==> src/rtl/arp_requester.sv <==
// ARP initiator: broadcasts an ARP request for req_ip on the egress stream, then
// watches the ingress stream for the matching reply, retrying on timeout.
module arp_requester #(
  parameter int unsigned TIMEOUT_CYCLES = 1048576,
  parameter int unsigned MAX_RETRIES    = 3
) (
  input  logic        aclk,
  input  logic        aresetn,
  input  logic [47:0] mac_addr,
  input  logic [31:0] ip_addr,
  input  logic [31:0] req_ip,
  input  logic        req_valid,
  output logic        req_ready,
  output logic        resp_valid,
  output logic        resp_ok,
  output logic [47:0] resp_mac,
  output logic [63:0] m_axis_tdata,
  output logic [7:0]  m_axis_tkeep,
  output logic        m_axis_tlast,
  output logic        m_axis_tvalid,
  input  logic        m_axis_tready,
  input  logic [63:0] s_axis_tdata,
  input  logic [7:0]  s_axis_tkeep,
  input  logic        s_axis_tlast,
  input  logic        s_axis_tvalid,
  output logic        s_axis_tready
);

  localparam int unsigned TW        = $clog2(TIMEOUT_CYCLES);
  localparam int unsigned FRAME_W   = 384;
  localparam logic [TW-1:0] T_LAST  = TW'(TIMEOUT_CYCLES - 1);
  localparam logic [3:0]    R_MAX   = 4'(MAX_RETRIES);

  typedef enum logic [1:0] {IDLE, SEND, WAIT, DONE} state_t;

  state_t        state;
  logic [31:0]   tgt_ip;
  logic [3:0]    retry_cnt;
  logic [TW-1:0] timer;
  logic [2:0]    tx_beat;
  logic [2:0]    tx_nxt_c;

  logic [2:0]    rx_beat;
  logic          rx_ok;
  logic [47:0]   rx_sha;
  logic          rx_beat_ok_c;
  logic          rx_ok_c;
  logic          rx_match_c;
  logic          unused_keep;

  logic [FRAME_W-1:0] tx_frame_c;

  // Whole request frame, wire byte 0 in the MSBs, padded to six full beats.
  assign tx_frame_c = {48'hFFFF_FFFF_FFFF, mac_addr, 16'h0806, 16'h0001, 16'h0800,
                       16'h0604, 16'h0001, mac_addr, ip_addr, 48'h0, tgt_ip, 48'h0};
  assign tx_nxt_c   = tx_beat + 3'd1;

  function automatic logic [63:0] beat_word(input logic [2:0] b, input logic [FRAME_W-1:0] f);
    logic [63:0] w;
    w = '0;
    for (int i = 0; i < 8; i++) begin
      w[8*i +: 8] = f[FRAME_W - 1 - 8*(8*int'(b) + i) -: 8];
    end
    return w;
  endfunction

  assign s_axis_tready = 1'b1;
  assign unused_keep   = ^s_axis_tkeep[7:2];

  // Per-beat field check of the ingress frame.
  always_comb begin
    rx_beat_ok_c = 1'b1;
    case (rx_beat)
      3'd1: rx_beat_ok_c = (s_axis_tdata[63:32] == 32'h0100_0608);
      3'd2: rx_beat_ok_c = (s_axis_tdata[47:0] == 48'h0200_0406_0008);
      3'd3: rx_beat_ok_c = (s_axis_tdata[63:32] ==
                            {tgt_ip[7:0], tgt_ip[15:8], tgt_ip[23:16], tgt_ip[31:24]});
      3'd4: rx_beat_ok_c = (s_axis_tdata[63:48] == {ip_addr[23:16], ip_addr[31:24]});
      3'd5: rx_beat_ok_c = (s_axis_tdata[15:0] == {ip_addr[7:0], ip_addr[15:8]}) &&
                           (s_axis_tkeep[1:0] == 2'b11);
      default: rx_beat_ok_c = 1'b1;
    endcase
  end

  assign rx_ok_c    = (rx_ok || (rx_beat == 3'd0)) && rx_beat_ok_c;
  assign rx_match_c = s_axis_tvalid && s_axis_tlast && rx_ok_c && (rx_beat >= 3'd5);

  // Ingress parser: beat index saturates past the ARP payload so padding is ignored.
  always_ff @(posedge aclk or negedge aresetn) begin
    if (!aresetn) begin
      rx_beat <= 3'd0;
      rx_ok   <= 1'b0;
      rx_sha  <= 48'h0;
    end else if (s_axis_tvalid) begin
      if (s_axis_tlast) begin
        rx_beat <= 3'd0;
      end else if (rx_beat != 3'd6) begin
        rx_beat <= rx_beat + 3'd1;
      end
      rx_ok <= rx_ok_c;
      if (rx_beat == 3'd2) begin
        rx_sha[47:32] <= {s_axis_tdata[55:48], s_axis_tdata[63:56]};
      end
      if (rx_beat == 3'd3) begin
        rx_sha[31:0] <= {s_axis_tdata[7:0], s_axis_tdata[15:8],
                         s_axis_tdata[23:16], s_axis_tdata[31:24]};
      end
    end
  end

  // Request / retry sequencer; a reply match takes priority over timer expiry.
  always_ff @(posedge aclk or negedge aresetn) begin
    if (!aresetn) begin
      state         <= IDLE;
      tgt_ip        <= 32'h0;
      retry_cnt     <= 4'h0;
      timer         <= '0;
      tx_beat       <= 3'd0;
      req_ready     <= 1'b0;
      resp_valid    <= 1'b0;
      resp_ok       <= 1'b0;
      resp_mac      <= 48'h0;
      m_axis_tdata  <= 64'h0;
      m_axis_tkeep  <= 8'h0;
      m_axis_tlast  <= 1'b0;
      m_axis_tvalid <= 1'b0;
    end else begin
      resp_valid <= 1'b0;
      case (state)
        IDLE: begin
          req_ready <= 1'b1;
          if (req_valid && req_ready) begin
            req_ready     <= 1'b0;
            tgt_ip        <= req_ip;
            retry_cnt     <= 4'h0;
            tx_beat       <= 3'd0;
            m_axis_tvalid <= 1'b1;
            m_axis_tdata  <= beat_word(3'd0, tx_frame_c);
            m_axis_tkeep  <= 8'hFF;
            m_axis_tlast  <= 1'b0;
            state         <= SEND;
          end
        end
        SEND: begin
          if (m_axis_tvalid && m_axis_tready) begin
            if (tx_beat == 3'd5) begin
              m_axis_tvalid <= 1'b0;
              m_axis_tdata  <= 64'h0;
              m_axis_tkeep  <= 8'h0;
              m_axis_tlast  <= 1'b0;
              timer         <= '0;
              state         <= WAIT;
            end else begin
              tx_beat      <= tx_nxt_c;
              m_axis_tdata <= beat_word(tx_nxt_c, tx_frame_c);
              m_axis_tkeep <= (tx_nxt_c == 3'd5) ? 8'h03 : 8'hFF;
              m_axis_tlast <= (tx_nxt_c == 3'd5);
            end
          end
        end
        WAIT: begin
          if (rx_match_c) begin
            resp_valid <= 1'b1;
            resp_ok    <= 1'b1;
            resp_mac   <= rx_sha;
            state      <= DONE;
          end else if (timer == T_LAST) begin
            if (retry_cnt < R_MAX) begin
              retry_cnt     <= retry_cnt + 4'h1;
              tx_beat       <= 3'd0;
              m_axis_tvalid <= 1'b1;
              m_axis_tdata  <= beat_word(3'd0, tx_frame_c);
              m_axis_tkeep  <= 8'hFF;
              m_axis_tlast  <= 1'b0;
              state         <= SEND;
            end else begin
              resp_valid <= 1'b1;
              resp_ok    <= 1'b0;
              state      <= DONE;
            end
          end else begin
            timer <= timer + TW'(1);
          end
        end
        DONE: begin
          req_ready <= 1'b1;
          state     <= IDLE;
        end
        default: state <= IDLE;
      endcase
    end
  end

endmodule

==> config.mk <==
export PLATFORM = sky130hd
export DESIGN_NAME = arp_requester
export DESIGN_NICKNAME = d
export VERILOG_FILES = /design/src/rtl/arp_requester.sv
export SDC_FILE = /design/constraint.sdc
export NUM_CORES = 1
export LEC_CHECK = 0
export CAP_MARGIN = 20
export CELL_PAD_IN_SITES_DETAIL_PLACEMENT = 0
export CELL_PAD_IN_SITES_GLOBAL_PLACEMENT = 1
export CORE_MARGIN = 4
export CORE_UTILIZATION = 40
export DETAILED_ROUTE_END_ITERATION = 8
export GPL_ROUTABILITY_DRIVEN = 0
export PLACE_DENSITY_LB_ADDON = 0.1
export SLEW_MARGIN = 25
export SYNTH_ARGS = -nofsm -noshare
export SYNTH_HDL_FRONTEND = slang
export SYNTH_SLANG_ARGS = --single-unit
==> constraint.sdc <==
create_clock -name aclk -period 4.9 [get_ports aclk]
set_input_delay 1.47 -clock aclk [delete_from_list [all_inputs] [get_ports aclk]]
set_output_delay 1.47 -clock aclk [all_outputs]
set_load 0.005 [all_outputs]
==> flow_metrics.tcl, run 1 <==
set metrics [dict create \
    io_pins 316 \
    cts_resized 0 \
    hold_viol_final 0 \
    rsz0062_at_grt "false" \
    syn_avg_cell_area_um2 9.83 \
    fin_worst_skew_ns 0.0121 \
    cp_slowest_cell "clkdlybuf4s50_1" \
    worst_slew_pin_slew_ns 0.898 \
    clock.fmax_mhz 245 \
    p_switching_uw 3340 \
    drive_gt1_share_pct 11.6 \
    internal_power_uw 5900 \
    min_path_cells 2 \
    final-max-slew-violation-count 0 \
    ys_warn_count 0 \
    wl_per_cell_um 21.1 \
    period_needed_ns 4.08 \
    setup_viol 0 \
    first_global_vias 10700 \
    cts_buffer_depth 3 \
    grt_pass1_wl_mm 62.8 \
    start_util_pct 40.8 \
    rrSetupSlack_ns 1.24 \
    async_flop_share_pct 100 \
    postCtsSetupBuffers 0 \
    r2r_end "resp_mac[11]" \
    swShare_pct 36.2 \
    ys_seq_area_share_pct 47.6 \
    die_x_um 183 \
    slew_headroom_pct 39.9 \
    status "finished clean" \
    path_cells "clkdlybuf4s50_1 -> nor2b_1 -> a2111oi_2 -> nand3_1 -> nor4_1 -> nand4_2 -> a21oi_4 -> buf_4 -> buf_12 -> nand2_1 -> nand2_1" \
    critPathRequiredTime_ns 5.38 \
    cp_max_fo 37 \
    layout.nets 1735 \
    post-route-cell-area_um2 16700 \
    worst-setup-path-type "input pin to register" \
    antenna_found_initial 6 \
    grtUsageMet1_pct 33.2 \
    tns_ns 0 \
    power_frac_clock_pct 25.9 \
    seq_power_share_pct 32.5 \
    die-area_um2 33300 \
    crit_path_max_incr_delay_ns 0.59 \
    worstReg2RegStart "rx_beat[2]" \
    cts.sink_count 232 \
    grt_max_degree 91 \
    dieHeight_um 183 \
    holdBufCountCts 0 \
    first_pass_iters 5 \
    cts_root_buf "clkbuf_16" \
    synth.distinct_cells 65 \
    cts_buffers 27 \
    drc 0 \
    p_comb_share_pct 41.7 \
    ir_drop_mv 0.338 \
    drv_cap 0 \
    syn-cell-area_um2 12200 \
    synth_ff_type "dfrtp_1" \
    core_area_um2 29900 \
    met2_usage_pct 37.0 \
    hold_path_end "resp_mac[40]" \
    cts_tree "done" \
    viasPerCell 5.37 \
    totalWireLength_mm 41.1 \
    hp-start "rx_sha[40]" \
    r2r_cells 12 \
    fin_crit_sh_pct 83.3 \
    io_buffers 308 \
    path_common_cell "nand2_1" \
    leakagePower_uw 0.00709 \
    grtUsageMet3_pct 6.84 \
    dpl_cell_area_um2 15700 \
    synthToLayoutAreaGrowth_pct 37.2 \
    synthCells 1241 \
    ys_seq_elements 232 \
    grt_busiest_layer "met2" \
    hpwl_mm 30.3 \
    rows 63 \
    synth_edf_count 0 \
    worstSetupEndpointType "register" \
    insertion_delay_ns 0.54 \
    htreeDepth 1 \
    ant_nets 0 \
    grt_use_total_pct 23.9 \
    vias 10500 \
    grt.overflow.total 0 \
    syn_nets 1446 \
    hold_path_class "register to register" \
    critPathArrivalTime_ns 4.56 \
    power_density_nw_per_um2 552 \
    initialDrtViolationCount 868 \
    start_kind "input pin" \
    cts.clk_slew.worst_paths_ns 0.06 \
]
-- flip-flops by register name, summed over array words and instances (netlist names) --
| name | flops |
|---|---|
| m_axis_tdata | 64 |
| m_axis_tkeep | 2 |
| m_axis_tlast | 1 |
| m_axis_tvalid | 1 |
| req_ready | 1 |
| resp_mac | 48 |
| resp_ok | 1 |
| resp_valid | 1 |
| retry_cnt | 4 |
| rx_beat | 3 |
| rx_ok | 1 |
| rx_sha | 48 |
| state | 2 |
| tgt_ip | 32 |
| timer | 20 |
| tx_beat | 3 |
-- per-stage QoR --
stage	setup WS (ns)	hold slack (ns)	util, %	total power, uW	instances
global route	0.578	0.477	56.0	9860	1943
global placement	0.124	0.443	52.3	6760	1889
floorplan	1.49	0.432	-	5390	1241
finish	0.817	0.455	56.0	9240	1946
CTS	0.847	0.458	55.9	9320	1940
detailed placement	0.276	0.447	52.4	6870	1890
-- how the worst max path moves through the flow --
stage	end	cells after the start	from
after CTS	resp_mac[11]	11	s_axis_tdata[61]
after floorplan	m_axis_tdata[16]	9	s_axis_tdata[51]
after global routing	resp_mac[18]	11	s_axis_tdata[61]
final	resp_mac[11]	11	s_axis_tdata[61]
after global placement	m_axis_tdata[51]	10	s_axis_tdata[56]
after detailed placement	resp_mac[20]	11	s_axis_tdata[61]
-- critical path, delay by kind of cell --
kind | cells | cell delay, ns
AND/OR/NAND/NOR | 6 | 1.24
AO/OA/AOI/OAI | 2 | 0.60
buffers and inverters | 3 | 1.22
-- power groups by stage --
| stage | clock network (uW) | registers, uW | logic, uW |
|---|---|---|---|
| final | 2390 | 3000 | 3850 |
| after global routing | 2530 | 3070 | 4260 |
| after CTS | 2440 | 2990 | 3880 |
| after detailed placement | 0 | 3020 | 3850 |
| after global placement | 0 | 3000 | 3760 |
| after floorplan | 0 | 2860 | 2530 |
-- cell usage in the layout, fill, tap and decap left out, drive strengths merged, types with 32 or more instances in the layout --
master,instances
clkdlybuf4s50,307
dfrtp,232
nand2,180
mux2,110
nor2,78
o21ai,73
a21oi,72
mux2i,48
inv,47
clkbuf,33
buf,32
-- cells in the mapped netlist (9+ instances only) --
| cell type | count | area, um2 |
|---|---|---|
| xor2_1 | 25 | 219 |
| o22ai_1 | 25 | 156 |
| nand2_1 | 179 | 672 |
| nor2_1 | 77 | 289 |
| a31oi_1 | 23 | 144 |
| o21ai_0 | 72 | 360 |
| buf_2 | 12 | 60.1 |
| a21boi_0 | 14 | 105 |
| mux2_2 | 81 | 912 |
| mux2_1 | 29 | 327 |
| buf_4 | 11 | 82.6 |
| dfrtp_1 | 232 | 5810 |
| a21oi_1 | 70 | 350 |
| xnor2_1 | 19 | 166 |
| clkbuf_1 | 41 | 154 |
| or4_1 | 9 | 67.6 |
| nor3_1 | 29 | 145 |
| nand4_1 | 20 | 125 |
| nand3_1 | 16 | 80.1 |
| ha_1 | 15 | 188 |
| inv_1 | 46 | 173 |
| nand2b_1 | 22 | 138 |
| mux2i_1 | 48 | 480 |
| nor4_1 | 13 | 81.3 |
-- metal layers --
layer / share of wire (%) / vias up / wire [um]
met5: 0.078 / - / 32
met4: 2.6 / 4 / 1060
met3: 8.5 / 65 / 3480
met2: 45 / 350 / 18400
met1: 44 / 5088 / 18100
li1: - / 4949 / -
-- cell type report --
type | count | area [um2]
diodes | 5 | 12.5
clock buffers | 33 | 728
clock inverters | 17 | 334
fillers | 2711 | 13100
inverters | 47 | 176
multi-input cells | 883 | 5820
flip-flops and latches | 232 | 5810
well taps | 390 | 488
repair buffers | 339 | 3370
-- cells by family after synthesis --
kind of cell               synth area share (%)
muxes                                      14.1
buffers and inverters                      4.83
adders and majority gates                  1.54
other                                    0.0307
and+or+nand+nor                            16.2
DFF                                        47.6
AOI/OAI and AO/OA                          12.5
xor gates and xnor gates                   3.16
No activity file was read; power rests on OpenSTA's default activity.
==> run 2: changes to the inputs <==
CORE_UTILIZATION = 38   (was 40)
clock period = 4.2 ns   (was 4.9 ns; I/O delays follow)
==> run 2 against run 1 <==
Compared with the run above: cell count increased by 2.1%; critical path depth decreased by 1; clock-buffer cell count increased by 10; sequential share of layout area decreased by 0.30 points; setup slack got worse by 0.39 ns; total power increased by 13%; die area increased by 5.0%; sequential power increased by 16%; core utilization decreased by 2.7 points; non-clock buffer count increased by 34; largest cell class unchanged.
==> flow_metrics.tcl, run 2 (same netlist as run 1, synthesis figures left out) <==
set metrics [dict create \
    holdBufCountCts 0 \
    hold_path_class "register to register" \
    cts.clk_slew.worst_paths_ns 0.06 \
    totalWireLength_mm 40.7 \
    grt_pass1_wl_mm 63.8 \
    power_density_nw_per_um2 620 \
    grt.overflow.total 0 \
    hold_viol_final 0 \
    critPathArrivalTime_ns 4.20 \
    grt_use_total_pct 22.7 \
    die-area_um2 35000 \
    fin_worst_skew_ns 0.0106 \
    first_pass_iters 5 \
    slew_headroom_pct 33.4 \
    worst_slew_pin_slew_ns 0.999 \
    final-max-slew-violation-count 0 \
    clock.fmax_mhz 265 \
    vias 10500 \
    cts_root_buf "clkbuf_16" \
    regMostFlops "m_axis_tdata" \
    dieHeight_um 187 \
    insertion_delay_ns 0.55 \
    period_needed_ns 3.77 \
    worstSetupEndpointType "register" \
    drv_cap 0 \
    n_antenna_cell 0 \
    multi_input_area_um2 5820 \
    core_area_um2 31600 \
    drc 0 \
    io_buffers 308 \
    seqCellArea_um2 5810 \
    start_kind "input pin" \
    initialDrtViolationCount 611 \
    largest_register_ffs 64 \
    cts_resized 0 \
    fin_crit_sh_pct 89.8 \
    io_pins 316 \
    rows 65 \
    final_cell_mix "307 x clkdlybuf4s50_1, 232 x dfrtp_1, 179 x nand2_1, 81 x mux2_2, 77 x nor2_1" \
    htreeDepth 1 \
    start_util_pct 38.5 \
    fillers 2885 \
    ir_drop_mv 0.341 \
    cts_tree "done" \
    worst-setup-path-type "input pin to register" \
    die_x_um 187 \
    cp_max_fo 7 \
    viasPerCell 5.29 \
    antenna_found_initial 6 \
    cts.sink_count 232 \
    total_power_uw 10500 \
    layout.nets 1771 \
    layout_commonest_cell "clkdlybuf4s50_1" \
    wl_per_cell_um 20.5 \
    synthToLayoutAreaGrowth_pct 38.4 \
    rsz0062_at_grt "false" \
    holdWs_ns 0.459 \
    status "finished clean" \
    hpwl_mm 30.3 \
    postCtsSetupBuffers 0 \
    ant_nets 0 \
    setup_ws_ns 0.429 \
    critPathRequiredTime_ns 4.63 \
    grt_max_degree 94 \
    pre_cts_slack_ns -0.0929 \
    setup_viol 0 \
    cts_buffer_depth 3 \
    leakagePower_uw 0.00722 \
    cts_buffers 29 \
    reg_top3 "m_axis_tdata: 64 flops, resp_mac: 48 flops, rx_sha: 48 flops" \
    drive_gt1_share_pct 13.1 \
    first_global_vias 10700 \
]
==> run 2: changes by cell type in the layout (fill, tap and decap cells not counted), sizes merged <==
cell / before / now
buf: 32 / 66
diode: 5 / 0
bufinv: 9 / 1
clkinvlp: 2 / 0
clkbuf: 33 / 43
==> run 2: metal layers <==
layer	wire (um)	GRT usage, %
met1	18700	32.2
met3	2840	5.94
met5	79	0
met4	596	3.87
met2	18500	35.8
==> run 2: path summary, 6_finish.rpt <==
path | to | slack, ns | startpoint | cells after the start
max | retry_cnt[0] | 0.43 | s_axis_tdata[1] | 10
min | resp_mac[31] | 0.46 | rx_sha[31] | 2
max reg2reg | retry_cnt[0] | 0.47 | rx_beat[0] | 12
min reg2reg | resp_mac[31] | 0.46 | rx_sha[31] | 2
max in group asynchronous | m_axis_tdata[54] | 2.60 | aresetn | 2
min in group asynchronous | timer[5] | 0.67 | aresetn | 1
==> run 2: area by class of cell <==
cell class	count	area share, %
multi-input cells	883	34.5
clock buffers	43	4.97
flip-flops and latches	232	34.4
inverters	47	1.04
clock inverters	7	0.400
well taps	402	2.98
repair buffers	373	21.7
==> run 2: per-stage QoR <==
step / utilization [%] / instance area, um2 / cells / TNS [ns]
final: 53.4 / 16900 / 1987 / 0
after global routing: 53.4 / 16900 / 1987 / 0
after CTS: 53.4 / 16900 / 1987 / 0
after detailed placement: 50.5 / 16000 / 1937 / -2.23
after global placement: 50.4 / 15900 / 1936 / -12.89
after floorplan: - / 12200 / 1241 / 0
==> run 2: critical path, cell delays in order <==
cell and delay (ns):
clkdlybuf4s50_1 0.46, nor4_1 0.48, and4_1 0.25, nand4_1 0.20, o32a_1 0.41, and3_1 0.21
buf_4 0.17, a21o_4 0.25, nand4b_1 0.16, mux2_2 0.35
==> run 2: where the power goes <==
| group | switching, uW | leakage, uW | internal, uW |
|---|---|---|---|
| combinational | 2360 | 0.00394 | 2250 |
| sequential | 541 | 0.00283 | 2930 |
| clock | 958 | 0.000448 | 1430 |
| total | 3850 | 0.00722 | 6620 |
==> run 3: changes to the inputs <==
ABC_AREA = 1   (was unset)
CORE_UTILIZATION = 36   (was 38)
==> run 3 against run 2 <==
Compared with the run above: sequential share of layout area fell by 0.50 points; wire length rose by 2.4%; cell count rose by 20%; maximum frequency rose by 12%; first-iteration DRC count rose by 2.8%; largest cell class is now registers.
==> flow_metrics.tcl, run 3 <==
set metrics [dict create \
    largest_register_ffs 64 \
    io_pins 316 \
    syn_nets 1843 \
    grt_busiest_layer "met2" \
    critPathArrivalTime_ns 3.79 \
    tns_ns 0 \
    grtUsageMet1_pct 29.0 \
    hold_viol_final 0 \
    worstSetupEndpointType "register" \
    synthTopCellsByArea "dfrtp_1 46%, nand2_1 14%, o21ai_0 5.9%" \
    first_global_vias 11500 \
    vias 11500 \
    core_area_um2 34500 \
    cts.clk_slew.worst_paths_ns 0.06 \
    power_density_nw_per_um2 680 \
    cts.sink_count 232 \
    start_kind "register" \
    critPathLaunch "tx_beat[0]" \
    syn_avg_cell_area_um2 7.65 \
    ant_nets 0 \
    reg_top3 "m_axis_tdata: 64 flops, resp_mac: 48 flops, rx_sha: 48 flops" \
    first_pass_iters 5 \
    fin_worst_skew_ns 0.0146 \
    die_x_um 195 \
    rrSetupSlack_ns 0.84 \
    rows 68 \
    grtUsageMet3_pct 5.48 \
    worst-setup-path-type "register to register" \
    layout_commonest_cell "nand2_1" \
    worst_slew_pin_slew_ns 0.971 \
    antenna_found_initial 10 \
    final-max-slew-violation-count 0 \
    synth_ff_type "dfrtp_1" \
    final_cell_mix "479 x nand2_1, 307 x clkdlybuf4s50_1, 232 x dfrtp_1, 193 x inv_1, 147 x o21ai_0" \
    grt_pass1_wl_mm 64.9 \
    fillers 3460 \
    totalWireLength_mm 41.6 \
    start_util_pct 36.4 \
    dieHeight_um 195 \
    synth_most_common_cell "nand2_1" \
    rsz0062_at_grt "false" \
    critPathRequiredTime_ns 4.63 \
    crit_end "m_axis_tdata[57]" \
    insertion_delay_ns 0.55 \
    setup_viol 0 \
    wl_per_cell_um 17.4 \
    r2r_cells 13 \
    hpwl_mm 31.8 \
    grt.overflow.total 0 \
    total_power_uw 11600 \
    period_needed_ns 3.36 \
    ys_warn_count 0 \
    cts_root_buf "clkbuf_16" \
    leakagePower_uw 0.00792 \
    initialDrtViolationCount 628 \
    regMostFlops "m_axis_tdata" \
    dpl_cell_area_um2 15900 \
    final_util_pct 49.7 \
    status "finished clean" \
    fin_crit_sh_pct 80.1 \
    synth_top_area_share_pct 46.3 \
    grt_use_total_pct 21.4 \
    postCtsSetupBuffers 0 \
    syn-cell-area_um2 12500 \
    ir_drop_mv 0.577 \
    post-route-cell-area_um2 17100 \
    layout.nets 2117 \
    viasPerCell 4.80 \
    r2r_end "m_axis_tdata[57]" \
    cts_tree "done" \
    holdBufCountCts 0 \
    drv_cap 0 \
    die-area_um2 37900 \
    drc 0 \
    holdWs_ns 0.477 \
    ys_seq_area_share_pct 46.3 \
    cts_buffers 28 \
    ys_seq_elements 232 \
    synthToLayoutAreaGrowth_pct 36.7 \
    yosys.area.top_type "dfrtp_1" \
    io_buffers 308 \
    worstReg2RegStart "tx_beat[0]" \
    synth_edf_count 0 \
    htreeDepth 1 \
    cts_resized 0 \
    hold_path_class "register to register" \
    async_flop_share_pct 100 \
    clock.fmax_mhz 297 \
    drive_gt1_share_pct 7.66 \
    synthTopCellsByCount "480 x nand2_1, 232 x dfrtp_1, 194 x inv_1" \
    synth.distinct_cells 41 \
    synthCells 1638 \
    grt_max_degree 98 \
    cts_buffer_depth 3 \
    met2_usage_pct 34.5 \
    slew_headroom_pct 35.2 \
    cp_max_fo 28 \
]
==> run 3: cell count changes in the layout (fill, tap and decap cells not counted), sizes merged, moves of 48 or more <==
cell	change
nand2	+302
mux2i	-48
inv	+154
o21ai	+150
mux2	-83
nor2	+58
==> run 3: final cells by class <==
| class | count | area, um2 | area share, % |
|---|---|---|---|
| Antenna cell | 3 | 7.51 | 0.0438 |
| Inverter | 202 | 758 | 4.43 |
| Multi-Input combinational cell | 1117 | 5520 | 32.2 |
| Clock buffer | 33 | 771 | 4.50 |
| Clock inverter | 18 | 400 | 2.34 |
| Tap cell | 455 | 569 | 3.32 |
| Sequential cell | 232 | 5810 | 33.9 |
| Timing Repair Buffer | 331 | 3300 | 19.3 |
==> run 3: worst min-delay path by stage <==
| stage | start | end | slack, ns | cells after the start |
|---|---|---|---|---|
| detailed placement | m_axis_tdata[58] | m_axis_tdata[58] | 0.46 | 2 |
| finish | m_axis_tdata[18] | m_axis_tdata[18] | 0.48 | 2 |
| CTS | m_axis_tdata[18] | m_axis_tdata[18] | 0.48 | 2 |
| global placement | m_axis_tdata[23] | m_axis_tdata[23] | 0.46 | 2 |
| floorplan | rx_sha[0] | rx_sha[0] | 0.45 | 2 |
| global route | m_axis_tdata[61] | m_axis_tdata[61] | 0.50 | 2 |
==> run 3: cell families (layout without fill, tap and decap cells) <==
family / count (synthesis) / count (layout) / share of synthesized area, %
compound gates: 330 / 330 / 14.8
xor+xnor: 32 / 32 / 2.24
fa+ha+maj: 15 / 15 / 1.50
buf+inv: 289 / 584 / 9.85
flops: 232 / 232 / 46.3
mux: 27 / 27 / 2.43
other cells: 1 / 4 / 0.0299
simple gates: 712 / 712 / 22.9
==> run 3: worst max-delay path, cell delays in order, from the launching register on <==
cell,delay [ns]
dfrtp_1,0.63
inv_1,0.11
ha_1,0.30
buf_4,0.27
ha_1,0.30
inv_1,0.16
nor2_1,0.06
buf_4,0.19
nor2_2,0.53
inv_1,0.24
o2111ai_1,0.24
nand2_1,0.07
nand2_1,0.07
nand2_1,0.06
==> run 3: per-layer routing <==
layer,vias up,routed length [um]
li1,5771,-
met1,5296,18800
met2,308,18700
met3,76,2890
met4,14,1150
met5,-,92
==> run 3: report_power, final <==
group	switching (uW)	internal, uW	leakage, uW
Combinational	2950	2050	0.00444
Clock	1010	2040	0.000558
Sequential	557	3040	0.00292
Total	4520	7130	0.00792
==> run 3: per-stage QoR <==
stage | worst slack, ns | instances
after global placement | 0.441 | 2337
after detailed placement | 0.399 | 2337
after CTS | 0.836 | 2388
final | 0.836 | 2391
after floorplan | 1.19 | 1638
after global routing | 0.554 | 2390
